<file path="src/rtl/uart_tx_core.sv">
// 8N1 UART transmitter with an internal baud counter; one byte per txEn request, LSB first.
// Define UART_TX_PARITY_EN to insert a parity bit (PARITY_ODD selects odd parity) between data and stop.
module uart_tx_core #(
  parameter int CLK_FREQ     = 100000000,
  parameter int BAUD         = 9600,
  parameter int CLKS_PER_BIT = CLK_FREQ / BAUD
`ifdef UART_TX_PARITY_EN
  ,
  parameter bit PARITY_ODD   = 1'b0
`endif
) (
  input  logic       clk,
  input  logic       rstN,
  input  logic       txEn,
  input  logic [7:0] data,
  output logic       tx,
  output logic       busy,
  output logic       done
);

  localparam int CNT_W = $clog2(CLKS_PER_BIT);
  localparam logic [CNT_W-1:0] CNT_MAX = CNT_W'(CLKS_PER_BIT - 1);

  generate
    if (CLKS_PER_BIT < 4) begin : g_cpb_check
      $error("uart_tx_core: CLKS_PER_BIT must be at least 4");
    end
  endgenerate

  typedef enum logic [2:0] {
    IDLE   = 3'd0,
    START  = 3'd1,
    DATA   = 3'd2,
`ifdef UART_TX_PARITY_EN
    PARITY = 3'd3,
`endif
    STOP   = 3'd4,
    DONE   = 3'd5
  } state_t;

  state_t           state;
  state_t           next_state;
  logic [CNT_W-1:0] baud_cnt;
  logic [2:0]       bit_idx;
  logic [7:0]       shift;
  logic [7:0]       shift_nxt;
  logic             bit_end;
  logic             accept;
  logic             tx_d;
  logic             busy_d;
  logic             done_d;
`ifdef UART_TX_PARITY_EN
  logic             parity_bit;
`endif

  assign bit_end = (baud_cnt == CNT_MAX);
  assign accept  = (state == IDLE) && txEn;

  // State register plus the registered outputs, which are decoded from next_state
  // so that they line up with the state they describe.
  // NOTE: sequential state uses non-blocking (<=) so every flop samples pre-edge values.
  always_ff @(posedge clk or negedge rstN) begin
    if (!rstN) begin
      state <= IDLE;
      tx    <= 1'b1;
      busy  <= 1'b0;
      done  <= 1'b0;
    end else begin
      state <= next_state;
      tx    <= tx_d;
      busy  <= busy_d;
      done  <= done_d;
    end
  end

  // NOTE: every always_comb output gets a default first, otherwise a latch is inferred.
  always_comb begin
    next_state = state;
    unique case (state)
      IDLE:  if (txEn) next_state = START;
      START: if (bit_end) next_state = DATA;
      DATA: begin
        if (bit_end && (bit_idx == 3'd7)) begin
`ifdef UART_TX_PARITY_EN
          next_state = PARITY;
`else
          next_state = STOP;
`endif
        end
      end
`ifdef UART_TX_PARITY_EN
      PARITY: if (bit_end) next_state = STOP;
`endif
      STOP:  if (bit_end) next_state = DONE;
      DONE:  next_state = IDLE;  // txEn deliberately ignored: upstream still shows the old byte here
      default: next_state = IDLE;
    endcase
  end

  always_comb begin
    shift_nxt = shift;
    if (accept) begin
      shift_nxt = data;
    end else if ((state == DATA) && bit_end) begin
      shift_nxt = {1'b0, shift[7:1]};
    end
  end

  always_comb begin
    tx_d   = 1'b1;
    busy_d = (next_state != IDLE);
    done_d = (next_state == DONE);
    unique case (next_state)
      START:  tx_d = 1'b0;
      DATA:   tx_d = shift_nxt[0];
`ifdef UART_TX_PARITY_EN
      PARITY: tx_d = parity_bit;
`endif
      default: tx_d = 1'b1;
    endcase
  end

  // Baud counter, bit index and shift register; the counter wraps exactly at each bit boundary.
  always_ff @(posedge clk or negedge rstN) begin
    if (!rstN) begin
      baud_cnt <= '0;
      bit_idx  <= '0;
      shift    <= '0;
    end else begin
      shift <= shift_nxt;
      unique case (state)
        IDLE: begin
          baud_cnt <= '0;
          bit_idx  <= '0;
        end
        DONE: baud_cnt <= '0;
        default: begin
          baud_cnt <= bit_end ? '0 : baud_cnt + 1'b1;
          if ((state == DATA) && bit_end) bit_idx <= bit_idx + 3'd1;
        end
      endcase
    end
  end

`ifdef UART_TX_PARITY_EN
  always_ff @(posedge clk or negedge rstN) begin
    if (!rstN) begin
      parity_bit <= 1'b0;
    end else if (accept) begin
      parity_bit <= (^data) ^ PARITY_ODD;
    end
  end
`endif

endmodule

</file>
<file path="config.mk">
export PLATFORM = sky130hd
export DESIGN_NAME = uart_tx_core
export DESIGN_NICKNAME = d
export VERILOG_FILES = /design/src/rtl/uart_tx_core.sv
export SDC_FILE = /design/constraint.sdc
export NUM_CORES = 1
export LEC_CHECK = 0
export BUFFER_PORTS_ARGS = -buffer_cell sky130_fd_sc_hd__buf_4
export CAP_MARGIN = 5
export CORE_MARGIN = 3
export CORE_UTILIZATION = 60
export DETAILED_ROUTE_END_ITERATION = 8
export PLACE_DENSITY_LB_ADDON = 0.15
export RECOVER_POWER = 25
export SLEW_MARGIN = 20
export SYNTH_ARGS = -nofsm -noshare
export SYNTH_HDL_FRONTEND = slang
export SYNTH_SLANG_ARGS = --single-unit
</file>
<file path="constraint.sdc">
create_clock -name clk -period 3.2 [get_ports clk]
set_input_delay 0.48 -clock clk [delete_from_list [all_inputs] [get_ports clk]]
set_output_delay 0.48 -clock clk [all_outputs]
set_load 0.02 [all_outputs]
</file>
# [Yosys cells after proc, flatten, opt, wreduce, memory -nomap -nowiden]
# Index checks and enable logic that the tools add are counted.
# W data, S select, Z words.
[totals] word_cells=41 output_inout_bits=3 inputBits=11 ff_bits=31
[op_classes] bitwise=1 addsub=2 mux=12 reduce_logical=9 eq_ne=9
[ops] cell="$mux W14" n=2
[ops] cell="$mux W8" n=2
[ops] cell="$mux W3" n=5
[ops] cell="$add A14 B1 Y14 const B" n=1
[ops] cell="$eq A14 B14 Y1 const B" n=1
[ops] cell="$eq A3 B3 Y1 const B" n=4
[ops] cell="$pmux W3 S4" n=1
[ops] cell="$eq A3 B1 Y1 const B" n=2
[ops] cell="$eq A3 B2 Y1 const B" n=2
[ops] cell="$pmux W3 S2" n=1
[ops] cell="$reduce_bool A2 Y1" n=2
[ops] cell="$add A3 B1 Y3 const B" n=1
[ops] cell="$logic_and A1 B1 Y1" n=3
[ops] cell="$logic_not A3 Y1" n=1
[ops] cell="$reduce_bool A3 Y1" n=1
[ops] cell="$pmux W1 S2" n=1
[ops] cell="$reduce_and A2 Y1" n=1
[ops] cell="$reduce_or A2 Y1" n=1
[ops] cell="$not A1 Y1" n=1

# [Logic depth before layout (Yosys ltp)]
[logic_depth] word_depth=6 depth_mapped=7 ltp_nobuf=6

# [Worst setup path after synthesis]
# No wires, ideal clock.
[synth_timing] path_type="reg2reg" from="register baud_cnt[0]" to="register tx" path_slack_ps=1471 setup_ps=70 synth_period_minus_slack_ps=1729 arrival_ps=1659 path_stages_with_launch=8 path_buffers=1 required_ps=3130 path_cell_list="dfrtp_1 > ha_1 > and4_1 > buf_2 > and4_1 > and2_1 > a211o_1 > o21bai_2"
[synth_via] elab_chain_len=6
[synth_lines] element="start, declared" line="43" text="logic [CNT_W-1:0] baud_cnt;"
[synth_lines] element="start signal, assigned" line="138" text="baud_cnt <= bit_end ? '0 : baud_cnt + 1'b1;"
[synth_lines] element="$eq A14 B14 Y1 *" line="56" text="assign bit_end = (baud_cnt == CNT_MAX);"
[synth_lines] element="$logic_and A1 B1 Y1" line="83" text="if (bit_end && (bit_idx == 3'd7)) begin"
[synth_lines] element="$mux W3" line="83"
[synth_lines] element="$pmux W3 S4 *" line="79" text="unique case (state)"
[synth_lines] element="via next_state[0]" line="42" text="state_t next_state;"
[synth_lines] element="$eq A3 B2 Y1 / $eq A3 B1 Y1 (equally long branches)" line="113" text="unique case (next_state)"
[synth_lines] element="$pmux W1 S2 *" line="113"
[synth_lines] element="via tx_d" line="49" text="logic tx_d;"
[synth_lines] element="end signal, assigned" line="70" text="tx <= tx_d;"
[synth_lines] element="end, declared" line="16" text="output logic tx,"
# Mark *: on every way through the listed nets, which the timed path passes. The rest lies on a longest branch. The select of a mux whose other input is x is not followed.
# A chain may end at the register's enable or synchronous reset.

# [Worst setup path after layout]
[layout_timing] from="register baud_cnt[0]" to="register shift[2]"
[layout_via] elab_chain_len=3
[layout_lines] element="$eq A14 B14 Y1" line="56"
[layout_lines] element="$logic_and A1 B1 Y1" line="104" text="end else if ((state == DATA) && bit_end) begin"
[layout_lines] element="$reduce_bool A2 Y1 (no source line)"
[layout_lines] element="end signal, assigned" line="130" text="shift <= shift_nxt;"
[layout_lines] element="end, declared" line="45" text="logic [7:0] shift;"
# No other way between the ends.

==> out/results.tsv <==
metric	value	unit
DR vias	1081	
Final Skew	0.0148	ns
CP peak stage delay	0.40	ns
Worst Min Path Start	data[1]	
max cap viols	1	
GP Congestion	0.819	
# nets final	172	
clk_lat worst skew	0.33	ns
share of layout cells above drive strength 1	19.6	%
Peak VDD IR	457	uV
syn avg cell area	10.9	um^2
Tcrit/Tclk final	58.7	%
CP arrival	2.11	ns
Critical Path End Type	flip-flop	
Primary FF master, synth	dfrtp_1	
initial antenna violation count	0	
global-route wire length before repair	5290	um
WP data required	3.43	ns
post-cts sizing count	0	
number of enable flip-flop cells after synthesis	0	
asr flop ratio synth	100	%
dpl cells	179	
Slew Limit Headroom	-7.19	%
mapped cell area	1580	um^2
CP Launch Type	flip-flop	
CTS tree	built	
r2r startpoint	baud_cnt[0]	
sequential area share after synthesis	49.2	%
RSZ-0062 raised after global routing	no	
total gr overflow	0	
crit-path cells	ha_1 > and4_1 > nand4_4 > nor2_2 > nor2_1 > a21o_1	
leading area contributor after synthesis	dfrtp_1	
number of global-route vias before repair	1127	
syn nets	159	
final slew viol count	32	
Core Region	2360	um^2
Layout area overhead	9.03	%
cell family with most CP delay	simple AND/OR/NAND/NOR gates	
post-route ant nets	0	
worst hold path type	primary input to flip-flop	
Distinct cells, synth	42	
post-DP HPWL	2050	um
1st-pass router iterations	4	
Core Rows	17	
layout filler cell count	165	
status	finished, violations left	
LEAKAGE	0.852	nW
die height	57.3	um
drt drc	0	
fmax	532	MHz
minimum clock period after layout	1.88	ns
slowest CP cell	dfrtp_1	
die area	3280	um^2
Root Driver	clkbuf_4	
failing checks	capacitance limit, slew limit	
DIE WIDTH	57.3	um
Final Hold Vio Count	0	
Total GRT Usage	20.9	%
diode count	0	
CTS Buffer Depth	2	
register area	777	um^2
Worst-path clk slew	0.10	ns
H-tree Lvls	2	
Final setup viols	0	
Hold Buf Count CTS	0	
Non-Filler Instances	186	
Setup Fix Bufs, Post-CTS	0	
Yosys top cell area share	47.5	%
Post-Syn Instances	145	
Starting Density	66.9	%
Fin Hold WS	0.344	ns
Crit Path Class	flip-flop to flip-flop	
Buf/Inv on CP	0	
CTS Sinks	31	
CP Max Fanout	7	
area of the multi-input gates	741	um^2
total negative slack	0	ns
Top-Level Pins	14	
TritonCTS Buffers	5	
launch point of the worst path	baud_cnt[0]	
power density cells	510	nW/um^2
pin count of the biggest net entering global routing	32	
Synth area leaders	dfrtp_1 (48%), xor2_1 (5.0%), a22o_1 (3.9%), nor2_1 (3.8%), nand2_1 (2.6%)	
Warnings, synthesis	0	
Initial DRC Count	29	
Slew @ Worst Pin	1.61	ns
wire length per cell	15.3	um
Yosys reg bits	31	
Vias/cell	5.81	
final WL	2840	um
Port-buffer cells	13	
-- layout make-up --
class / instances / share of cell area (%)
clock buffers: 6 / 2.98
clock inverters: 1 / 0.291
inverters: 3 / 0.654
multi-input cells: 103 / 43.0
flip-flops and latches: 31 / 45.1
well taps: 28 / 2.03
repair buffers: 14 / 5.89
-- sequential cells by signal, summed over array words and instances, names as in the netlist --
signal    cells
busy          1
done          1
baud_cnt     14
state         3
bit_idx       3
shift         8
tx            1
-- metal layers --
metal  track usage, %  share of wire (%)  vias up
li1                 -                  -      541
met1             27.1                 47      521
met2             33.6                 49       17
met3             7.69                4.2        2
met4             4.97               0.35        0
met5                0                  0        -
-- Yosys cell counts (3+ instances only) --
master,instances
ha_1,3
and4_1,4
a21o_1,5
buf_2,4
mux2i_1,4
nand4_1,3
nand3_1,5
a22o_1,7
xor2_1,9
xnor2_1,3
o21ai_1,4
inv_1,3
nand2_1,11
dfrtp_1,30
nor2_1,16
-- metrics by stage --
stage	util [%]	setup WS (ns)	instance area [um^2]	total power, W
after floorplan	-	1.47	1580	0.000614
after global placement	70.7	1.46	1670	0.000646
after detailed placement	70.7	1.36	1670	0.000658
after CTS	73.1	1.32	1730	0.000889
after global routing	72.9	1.19	1720	0.000934
final	72.9	1.32	1720	0.000878
-- worst paths after layout --
kind / to / slack, ns / cells past startpoint
worst max-delay path: shift[2] / 1.32 / 6
worst min-delay path: shift[1] / 0.34 / 3
worst max register to register: shift[2] / 1.32 / 6
worst min register to register: shift[4] / 0.49 / 1
max in group asynchronous: bit_idx[0] / 1.72 / 1
min in group asynchronous: shift[5] / 0.54 / 1
-- where the power goes --
part	switching, W	total, W	leakage [nW]	internal (W)
combinational	0.0000748	0.000146	0.418	0.0000712
clock	0.000126	0.000228	0.0341	0.000102
sequential	0.0000503	0.000504	0.401	0.000454
total	0.000251	0.000878	0.852	0.000627
-- worst reg2reg max path, stage by stage, from the launching register on --
cell and delay [ns]:
dfrtp_1 0.40, ha_1 0.23, and4_1 0.37, nand4_4 0.19, nor2_2 0.27, nor2_1 0.11
a21o_1 0.19
-- cell usage in the layout, fill, tap and decap left out, types with 4 or more instances in the layout --
master    Yosys  layout
dfrtp_1      30      30
nand2_1      11      11
mux2i_1       4       4
buf_4         0      13
xor2_1        9       9
a22o_1        7       7
clkbuf_4      0       5
and4_1        4       4
nand3_1       5       5
a21o_1        5       5
nor2_1       16      16
o21ai_1       4       4
-- logic make-up after synthesis --
logic type	after synthesis	share of synthesized area, %
AOI/OAI and AO/OA	27	12.7
xor gates and xnor gates	12	6.66
adders and majority gates	3	2.38
buffers and inverters	11	3.88
DFF	31	49.2
muxes	6	4.12
and+or+nand+nor	55	21.1
No activity file was read; power rests on OpenSTA's default activity.
